===== src/rtl/forwarding_bypass_unit.sv =====
// forwarding_bypass_unit: EXE operand bypass from MEM, WB or a short history of retired writebacks.
// Define FWD_STATS_EN to add saturating MEM/WB/history hit counters.
module forwarding_bypass_unit #(
  parameter int REG_W   = 4,
  parameter int DATA_W  = 32,
  parameter int NUM_SRC = 2,
  parameter int DEPTH   = 2,
  parameter int CNT_W   = 32,
  parameter int SEL_W   = $clog2(DEPTH + 3)
) (
  input  logic                        clk,
  input  logic                        rst,
  input  logic [NUM_SRC*REG_W-1:0]    src,
  input  logic [NUM_SRC-1:0]          src_valid,
  input  logic [NUM_SRC*DATA_W-1:0]   rf_val,
  input  logic [REG_W-1:0]            MEM_dest,
  input  logic                        MEM_WB_en,
  input  logic [DATA_W-1:0]           MEM_val,
  input  logic [REG_W-1:0]            WB_dest,
  input  logic                        WB_WB_en,
  input  logic [DATA_W-1:0]           WB_val,
  input  logic                        exe_valid,
  input  logic                        freeze,
  output logic [NUM_SRC*SEL_W-1:0]    sel,
  output logic [NUM_SRC*DATA_W-1:0]   fwd_val
`ifdef FWD_STATS_EN
  ,
  output logic [CNT_W-1:0]            fwd_mem_cnt,
  output logic [CNT_W-1:0]            fwd_wb_cnt,
  output logic [CNT_W-1:0]            fwd_hist_cnt
`endif
);
  logic              hist_v_q    [DEPTH];
  logic [REG_W-1:0]  hist_tag_q  [DEPTH];
  logic [DATA_W-1:0] hist_data_q [DEPTH];
  logic              hist_v_d    [DEPTH];
  logic [REG_W-1:0]  hist_tag_d  [DEPTH];
  logic [DATA_W-1:0] hist_data_d [DEPTH];
  // Sources are applied lowest priority first so the freshest match overrides.
  always_comb begin
    sel = '0;
    fwd_val = rf_val;
    for (int i = 0; i < NUM_SRC; i++) begin
      if (src_valid[i]) begin
        for (int k = DEPTH - 1; k >= 0; k--) begin
          if (hist_v_q[k] && hist_tag_q[k] == src[i*REG_W +: REG_W]) begin
            sel[i*SEL_W +: SEL_W] = SEL_W'(k + 3);
            fwd_val[i*DATA_W +: DATA_W] = hist_data_q[k];
          end
        end
        if (WB_WB_en && WB_dest == src[i*REG_W +: REG_W]) begin
          sel[i*SEL_W +: SEL_W] = SEL_W'(2);
          fwd_val[i*DATA_W +: DATA_W] = WB_val;
        end
        if (MEM_WB_en && MEM_dest == src[i*REG_W +: REG_W]) begin
          sel[i*SEL_W +: SEL_W] = SEL_W'(1);
          fwd_val[i*DATA_W +: DATA_W] = MEM_val;
        end
      end
    end
  end
  always_comb begin
    hist_v_d[0] = WB_WB_en ? 1'b1 : hist_v_q[0];
    hist_tag_d[0] = WB_WB_en ? WB_dest : hist_tag_q[0];
    hist_data_d[0] = WB_WB_en ? WB_val : hist_data_q[0];
    for (int k = 1; k < DEPTH; k++) begin
      hist_v_d[k] = WB_WB_en ? hist_v_q[k-1] : hist_v_q[k];
      hist_tag_d[k] = WB_WB_en ? hist_tag_q[k-1] : hist_tag_q[k];
      hist_data_d[k] = WB_WB_en ? hist_data_q[k-1] : hist_data_q[k];
    end
  end
  always_ff @(posedge clk or negedge rst) begin
    if (!rst) begin
      for (int k = 0; k < DEPTH; k++) begin
        hist_v_q[k] <= 1'b0;
        hist_tag_q[k] <= '0;
        hist_data_q[k] <= '0;
      end
    end else begin
      for (int k = 0; k < DEPTH; k++) begin
        hist_v_q[k] <= hist_v_d[k];
        hist_tag_q[k] <= hist_tag_d[k];
        hist_data_q[k] <= hist_data_d[k];
      end
    end
  end
`ifdef FWD_STATS_EN
  logic [CNT_W-1:0] mem_hits, wb_hits, hist_hits;
  logic [CNT_W-1:0] fwd_mem_cnt_q, fwd_wb_cnt_q, fwd_hist_cnt_q;
  logic [CNT_W-1:0] fwd_mem_cnt_d, fwd_wb_cnt_d, fwd_hist_cnt_d;
  function automatic logic [CNT_W-1:0] sat_add(input logic [CNT_W-1:0] a, input logic [CNT_W-1:0] b);
    logic [CNT_W:0] s;
    s = {1'b0, a} + {1'b0, b};
    return s[CNT_W] ? '1 : s[CNT_W-1:0];
  endfunction
  always_comb begin
    mem_hits = '0;
    wb_hits = '0;
    hist_hits = '0;
    for (int i = 0; i < NUM_SRC; i++) begin
      mem_hits = mem_hits + CNT_W'(sel[i*SEL_W +: SEL_W] == SEL_W'(1));
      wb_hits = wb_hits + CNT_W'(sel[i*SEL_W +: SEL_W] == SEL_W'(2));
      hist_hits = hist_hits + CNT_W'(sel[i*SEL_W +: SEL_W] >= SEL_W'(3));
    end
    fwd_mem_cnt_d = (exe_valid && !freeze) ? sat_add(fwd_mem_cnt_q, mem_hits) : fwd_mem_cnt_q;
    fwd_wb_cnt_d = (exe_valid && !freeze) ? sat_add(fwd_wb_cnt_q, wb_hits) : fwd_wb_cnt_q;
    fwd_hist_cnt_d = (exe_valid && !freeze) ? sat_add(fwd_hist_cnt_q, hist_hits) : fwd_hist_cnt_q;
  end
  always_ff @(posedge clk or negedge rst) begin
    if (!rst) begin
      fwd_mem_cnt_q <= '0;
      fwd_wb_cnt_q <= '0;
      fwd_hist_cnt_q <= '0;
    end else begin
      fwd_mem_cnt_q <= fwd_mem_cnt_d;
      fwd_wb_cnt_q <= fwd_wb_cnt_d;
      fwd_hist_cnt_q <= fwd_hist_cnt_d;
    end
  end
  assign fwd_mem_cnt = fwd_mem_cnt_q;
  assign fwd_wb_cnt = fwd_wb_cnt_q;
  assign fwd_hist_cnt = fwd_hist_cnt_q;
`else
  logic unused_stats;
  assign unused_stats = ^{exe_valid, freeze, CNT_W};
`endif
endmodule


===== config.mk =====
export PLATFORM = sky130hd
export DESIGN_NAME = forwarding_bypass_unit
export DESIGN_NICKNAME = d
export VERILOG_FILES = /design/src/rtl/forwarding_bypass_unit.sv
export SDC_FILE = /design/constraint.sdc
export NUM_CORES = 1
export LEC_CHECK = 0
export BUFFER_PORTS_ARGS = -buffer_cell sky130_fd_sc_hd__buf_4
export CELL_PAD_IN_SITES_DETAIL_PLACEMENT = 1
export CELL_PAD_IN_SITES_GLOBAL_PLACEMENT = 1
export CORE_UTILIZATION = 34
export DETAILED_ROUTE_END_ITERATION = 16
export PLACE_DENSITY_LB_ADDON = 0.1
export SYNTH_ARGS = -nofsm -noshare
export SYNTH_HDL_FRONTEND = slang
export SYNTH_SLANG_ARGS = --single-unit

===== constraint.sdc =====
create_clock -name clk -period 2 [get_ports clk]
set_input_delay 0.4 -clock clk [delete_from_list [all_inputs] [get_ports clk]]
set_output_delay 0.4 -clock clk [all_outputs]
set_load 0.05 [all_outputs]

# Word-level counts from Yosys, hierarchy flattened
# Cells that the tools add are included.
# classes
n_eq_ne,8
mux,20
n_reduce_logical,8
# op_table
cell,n
32-bit two-way mux,10
4-bit equality test,8
3-bit two-way mux,10
1-bit logical AND,8
# totals
register_bits,74
out_inout_bits,70
elab_cells,42

# Longest topological paths before layout
# Gate-level depths: netlist of run 1.
# depth
word_depth,7
mapped_depth,8
mapped_depth_nobuf,5

# Worst setup path after synthesis of run 1
# Ideal clock, no wire load.
# synth_timing
path_kind,input port to output port
from,in src[4]
to,out sel[5]
arrival_ps,2964
t_required_ps,1600
slack_ps,-1364
cell_stages,7
cell_sequence,buf_2 -> xor2_1 -> nor3_1 -> buf_2 -> buf_2 -> nand2_1 -> nor4b_1
# synth_between
elab_chain_len,7
elab_cells_between_ends,13
cone_classes,eq/ne (4); mux (5); reduce/logical (4)
# synth_lines
item,line_no,rtl
"start, declared",13,"input logic [NUM_SRC*REG_W-1:0] src,"
4-bit equality test,46,if (hist_v_q[k] && hist_tag_q[k] == src[i*REG_W +: REG_W]) begin
1-bit logical AND,46,
3-bit two-way mux (2 in series),46,
3-bit two-way mux,51,if (WB_WB_en && WB_dest == src[i*REG_W +: REG_W]) begin
3-bit two-way mux (*),55,if (MEM_WB_en && MEM_dest == src[i*REG_W +: REG_W]) begin
3-bit two-way mux (*),44,if (src_valid[i]) begin
"end, declared",24,"output logic [NUM_SRC*SEL_W-1:0] sel,"
# Every way passes the cells marked *; elsewhere a longest branch is shown, timed or not.

# Final worst setup path of run 1
# layout_timing
from,reg hist_tag_q[1] (netlist bit)
to,out fwd_val[41]
# layout_between
elab_chain_len,7
# layout_lines
item,line_no,rtl
"start, declared",34,logic [REG_W-1:0] hist_tag_q [DEPTH];
"start signal, assigned by index",82,hist_tag_q[k] <= hist_tag_d[k];
4-bit equality test,46,
1-bit logical AND,46,
32-bit two-way mux (2 in series),46,
32-bit two-way mux,51,
32-bit two-way mux,55,
32-bit two-way mux,44,
"end, declared",25,output logic [NUM_SRC*DATA_W-1:0] fwd_val
# Every way passes these cells.

==> run metrics, run 1 <==
outcome finished with violations; failing checks negative hold slack, negative setup slack; Clock Tree Buf Depth 2; core area 19700 um2; vias per cell 6.48; fin nets 1323; die area 20900 um2; max-slew violation count 0; port bufs 219; syn nets 1050; count of final hold-check violations 2; Max Freq 350 MHz; FF-to-FF setup slack 0.99 ns; die width 145 um; most used flip-flop cell after synthesis dfrtp_1; period utilisation layout 143%; RSZ-0062 raised after global routing yes; DP HPWL 23.1 mm; design area 13300 um2; setup TNS -52.83 ns; Setup Viol. Count Final 70; Clock Skew 0.00526 ns; slew margin rel. 59.7%; Worst path max stage delay 0.44 ns; Hold WS -0.00859 ns; Clk pwr share 21.7%; largest net degree at the start of global routing 55; area share of the largest cell type after synthesis 26.8%; DRC errors left 0; Placed Area 11100 um2; Mapped Cells 898; Antenna Violating Nets Remaining 0; Total Routing Usage GR 36.0%; Clk pin slew, worst setup/hold paths 0.07 ns; synth warn 0; Worst Path Required 1.60 ns; synthesized area per cell 7.71 um2; Area contributors post-synth dfrtp_1 27%, o311ai_1 8.1%, a21boi_0 6.6%; Synth cell types 38; vias in the first global route 9683; DR pass1 iterations 5; post-synthesis sequential area ratio 26.8%; placed cells 1392; Vert. Die Dim 145 um; sequence of cells on the critical path xnor2_1, and2_2, buf_12, a21boi_0, o311ai_1, buf_4, a31oi_4, buf_6; Area growth, synth to finish 91.9%; power share of the combinational group 57.9%; Pwr Density 674 nW/um2; CTS Buf Count 9; Routed Wire Length 41.8 mm; # Max-Cap Violations 0; Slowest-stage cell, CP dfrtp_1; internal power 0.00518 W; register share of total power 20.5%; Setup crit end kind primary output; row cnt 51; first-pass GRT wire length 56.1 mm; P_leak 5.21 nW; io pins 222; share of layout cells above drive strength 1 54.2%; Switch Pwr 0.00377 W; Post-Syn Area 6920 um2; via count 9351; actual slew at the worst max-slew pin 0.604 ns; Yosys reg bits 74; Setup CP Type flip-flop to primary output; worst min path class input port to asynchronous set/reset pin; starting density of the core 35.1%; critical path fanouts, max 28; critical path launch point type flip-flop; highest ir drop seen on vdd 0.000467 V; initial antenna violation count 1; worst setup margin -0.859 ns; clock sink count 74; Congestion Overflow GR 0; crit path time final 2.86 ns; CTS tree yes; Finished Layout Cells 1442; H-tree levels 3; RePlAce Congestion 0.851; CTS root buf clkbuf_16; 1st-iter DRT viols 651; number of synthesized flops with an enable pin 0; switching power share of the total 42.1%; Clock Latency Late Sink 0.35 ns; biggest area consumer among synthesized cells dfrtp_1; ys async rst share 100%; drt wl/cell 29.0 um; Arr. time, crit path 2.46 ns
timing repair:
action / in CTS / in global routing
hold buffers: 0 / 0
buffers inserted: 17 / 16
gates cloned: 9 / 7
resized for setup: 172 / 119
endpoints found under the setup margin: 70 / 70
pin swaps: 52 / 77
final timing paths:
| check | end | cells past startpoint | startpoint |
|---|---|---|---|
| max in group asynchronous | hist_data_q[8] | 2 | rst |
| worst min-delay path | hist_data_q[57] | 1 | rst |
| worst min register to register | hist_data_q[8] | 1 | hist_data_q[40] |
| worst max-delay path | fwd_val[41] | 8 | hist_tag_q[1] |
| min in group clk | hist_data_q[46] | 3 | WB_val[14] |
| worst max register to register | hist_tag_q[3] | 2 | hist_tag_q[7] |
critical path, delay by kind of cell, from the launching register on:
family | cells | cell delay [ns]
AOI/OAI and AO/OA | 3 | 0.55
xor gates and xnor gates | 1 | 0.25
buffers and inverters | 3 | 0.55
DFF | 1 | 0.44
and+or+nand+nor | 1 | 0.31
cell type report:
type / instances / area, um2
multi-input cells: 685 / 6790
fillers: 2012 / 6440
repair buffers: 366 / 3820
flip-flops and latches: 74 / 1860
well taps: 265 / 332
clock buffers: 9 / 225
inverters: 35 / 131
clock inverters: 7 / 118
diodes: 1 / 2.50
flip-flops by register name (all words and copies together) (netlist names):
register,flops
hist_v_q,2
hist_tag_q,8
hist_data_q,64
metal layers:
metal	part of all wire, %	track usage (%)
met1	38	42.2
met2	50	63.0
met3	6.5	6.15
met4	5.6	18.6
met5	0	0
synth_stat cells (7+ instances only):
cell      count
xor2_1       18
o311ai_1     64
xnor2_1       8
inv_1        34
buf_6         7
nand2b_1     67
o21ai_0      33
a21boi_0     61
dfrtp_1      74
mux2_2       40
a31oi_1      64
nand3_1      67
and3_1       64
nand2_1     101
buf_2        14
o22ai_1      65
clkbuf_1     75
stage by stage:
| step | power (W) | worst slack (ns) | util, % | hold WS [ns] |
|---|---|---|---|---|
| 2_1_floorplan | 0.00432 | -0.345 | - | 0.104 |
| 3_3_place_gp | 0.00573 | -0.606 | 56.5 | 0.369 |
| 3_5_place_dp | 0.00581 | -0.669 | 56.5 | 0.377 |
| 4_1_cts | 0.00832 | -0.777 | 63.4 | 0.00568 |
| 5_1_grt | 0.00916 | -0.909 | 67.4 | 0.0176 |
| 6_report | 0.00895 | -0.859 | 67.4 | -0.00859 |
placed cells by master, fill, tap and decap left out, types with 11 or more instances in the layout:
| cell | instances |
|---|---|
| o311ai_4 | 43 |
| nand3_1 | 62 |
| and3_4 | 37 |
| clkbuf_16 | 16 |
| buf_6 | 84 |
| inv_1 | 34 |
| nand2b_1 | 67 |
| buf_12 | 38 |
| buf_4 | 224 |
| o311ai_1 | 14 |
| a21boi_0 | 21 |
| o21ai_0 | 33 |
| o22ai_1 | 65 |
| nand2_1 | 98 |
| dfrtp_1 | 68 |
| a31oi_4 | 64 |
| mux2_2 | 40 |
| a21boi_1 | 24 |
| a21boi_2 | 11 |
| and3_1 | 27 |
logic make-up (layout without fill, tap and decap cells):
family	after synthesis	count (layout)	synth area share (%)
multiplexers	40	40	6.51
AND/OR/NAND/NOR	322	322	24.6
AO/OA/AOI/OAI	297	297	30.2
XOR/XNOR	26	26	3.29
other	0	1	0
buffers and inverters	139	417	8.62
flip-flops	74	74	26.8
power groups by stage:
stage	sequential, W	combinational (W)	clock [W]
2_1_floorplan	0.00176	0.00256	0
3_3_place_gp	0.00180	0.00393	0
3_5_place_dp	0.00181	0.00399	0
4_1_cts	0.00180	0.00459	0.00193
5_1_grt	0.00185	0.00531	0.00200
6_report	0.00183	0.00518	0.00194
Note: power is estimated with default switching activity, not from simulation.
==> run 2: changes to the inputs <==
--- a/config.mk
+++ b/config.mk
@@ -10,7 +10,9 @@
 export CELL_PAD_IN_SITES_GLOBAL_PLACEMENT = 1
 export CORE_UTILIZATION = 34
 export DETAILED_ROUTE_END_ITERATION = 16
-export PLACE_DENSITY_LB_ADDON = 0.1
+export GPL_ROUTABILITY_DRIVEN = 0
+export HOLD_SLACK_MARGIN = 0.03
+export PLACE_DENSITY = 0.76
 export SYNTH_ARGS = -nofsm -noshare
 export SYNTH_HDL_FRONTEND = slang
 export SYNTH_SLANG_ARGS = --single-unit
==> run 2 against run 1 <==
Effect of this change:
- the run ends with negative setup slack left
- critical endpoint is now fwd_val[11]
- highest routed layer unchanged
- sequential share of layout area increased by 0.36 points
- count of clock-buffer cells in the layout increased by 6
- flip-flop and latch count unchanged
==> run metrics, run 2 (synthesized netlist as in run 1, its figures left out) <==
fin nets 1296; outcome finished with violations; DR pass1 iterations 5; Vert. Die Dim 145 um; crit path time final 2.87 ns; row cnt 51; max-slew violation count 0; setup TNS -52.32 ns; storage element area 1860 um2; period utilisation layout 143%; DRC errors left 0; most common cell after layout, fill and taps aside buf_4; slew margin rel. 28.8%; Max Freq 349 MHz; sequence of cells on the critical path xor2_2, nor3_4, buf_6, clkbuf_16, buf_6, and3_4, o311ai_4, a31oi_4, buf_6; Clock Tree Buf Depth 2; RSZ-0062 raised after global routing yes; initial antenna violation count 1; clock sink count 74; Hold WS 0.260 ns; Worst path max stage delay 0.45 ns; Setup CP Type flip-flop to primary output; via count 9184; Worst path most repeated cell buf_6; io pins 222; actual slew at the worst max-slew pin 1.07 ns; Antenna Violating Nets Remaining 0; Area growth, synth to finish 87.1%; largest net degree at the start of global routing 94; vias in the first global route 9417; M2 GR Usage 59.7%; 1st-iter DRT viols 710; Top reg by flops hist_data_q; Routed Wire Length 40.2 mm; Clock Latency Late Sink 0.37 ns; worst setup margin -0.866 ns; Setup crit end kind primary output; CTS Buf Count 9; Worst Path Required 1.60 ns; gr busiest metal met2; Pwr Density 656 nW/um2; CTS root buf clkbuf_16; P_leak 4.99 nW; Clock Skew 0.0185 ns; top flop regs hist_data_q x64, hist_tag_q x8, hist_v_q x2; CTS tree yes; vias per cell 6.49; most frequent cells in the layout 203 x buf_4, 97 x nand2_1, 82 x buf_6, 68 x dfrtp_1, 67 x nand2b_1; critical path fanouts, max 8; count of final hold-check violations 0; starting density of the core 35.1%; H-tree levels 3; share of layout cells above drive strength 1 53.6%; Congestion Overflow GR 0; met1 usage 41.9%; # Max-Cap Violations 0; port bufs 219; multi-input logic area 6820 um2; first-pass GRT wire length 54.0 mm; Slowest-stage cell, CP dfrtp_2; die area 20900 um2; core area 19700 um2; die width 145 um; worst min path class input port to flip-flop; DP HPWL 22.6 mm; critical path launch point type flip-flop; grt met3 use 4.90%; max FFs per register 64; Setup Viol. Count Final 70; drt wl/cell 28.4 um; fill count 2058; Arr. time, crit path 2.47 ns; Clk pin slew, worst setup/hold paths 0.08 ns; Total Routing Usage GR 34.3%; highest ir drop seen on vdd 0.000471 V; failing checks negative setup slack
==> run 2: changes by cell type in the layout (fill, tap and decap cells not counted), sizes merged <==
cell,previous run,this run
clkinvlp,3,0
buf,359,333
bufinv,3,0
dlygate4sd3,0,1
clkbuf,16,20
==> run 2: critical path, delay by kind of cell, from the launching register on <==
kind	cells	cell delay (ns)
AO/OA/AOI/OAI	2	0.29
XOR/XNOR	1	0.17
buffers and inverters	4	0.67
flip-flops	1	0.45
AND/OR/NAND/NOR	2	0.51
==> run 2: metrics by stage <==
stage	setup WS, ns	util [%]	cells	area [um2]	total power, W
final	-0.866	65.7	1415	12900	0.00850
after global routing	-0.922	65.7	1414	12900	0.00873
after CTS	-0.784	62.1	1422	12200	0.00791
after floorplan	-0.345	-	898	8540	0.00432
after global placement	-0.533	56.5	1395	11100	0.00574
after detailed placement	-0.609	56.5	1395	11100	0.00583
==> run 2: final timing paths <==
| kind | start | endpoint | slack (ns) | cells after the start |
|---|---|---|---|---|
| max in group asynchronous | rst | hist_data_q[48] | 0.96 | 3 |
| hold reg to reg | hist_data_q[54] | hist_data_q[22] | 0.50 | 1 |
| min in group asynchronous | rst | hist_data_q[61] | 0.43 | 2 |
| hold / removal | WB_val[5] | hist_data_q[37] | 0.26 | 3 |
| setup reg to reg | hist_tag_q[6] | hist_tag_q[6] | 0.91 | 3 |
| setup / recovery | hist_tag_q[2] | fwd_val[11] | -0.87 | 9 |
==> run 2: per-layer routing <==
metal | wire length (um) | vias to the layer above
li1 | - | 3828
met1 | 15100 | 4606
met2 | 20000 | 588
met3 | 3020 | 162
met4 | 2070 | 0
met5 | 0 | -
==> run 2: final cells by class <==
class	instances	area share, %
multi-input cells	685	52.7
repair buffers	339	27.1
flip-flops and latches	74	14.4
well taps	265	2.56
clock buffers	15	2.30
inverters	35	1.01
clock inverters	1	0.0387
diodes	1	0.0193
==> run 2: what timing repair did <==
| action | in CTS | in global routing |
|---|---|---|
| hold endpoints to repair | 10 | 0 |
| gates resized for setup | 143 | 143 |
| gates cloned | 5 | 8 |
| setup buffers | 14 | 12 |
| hold buffers | 1 | 0 |
| setup endpoints to repair | 70 | 70 |
| pin swaps | 27 | 81 |
==> run 2: where the power goes <==
part	total (W)	switching, W	internal (W)
Sequential	0.00183	0.000160	0.00167
Combinational	0.00495	0.00280	0.00215
Clock	0.00172	0.000706	0.00101
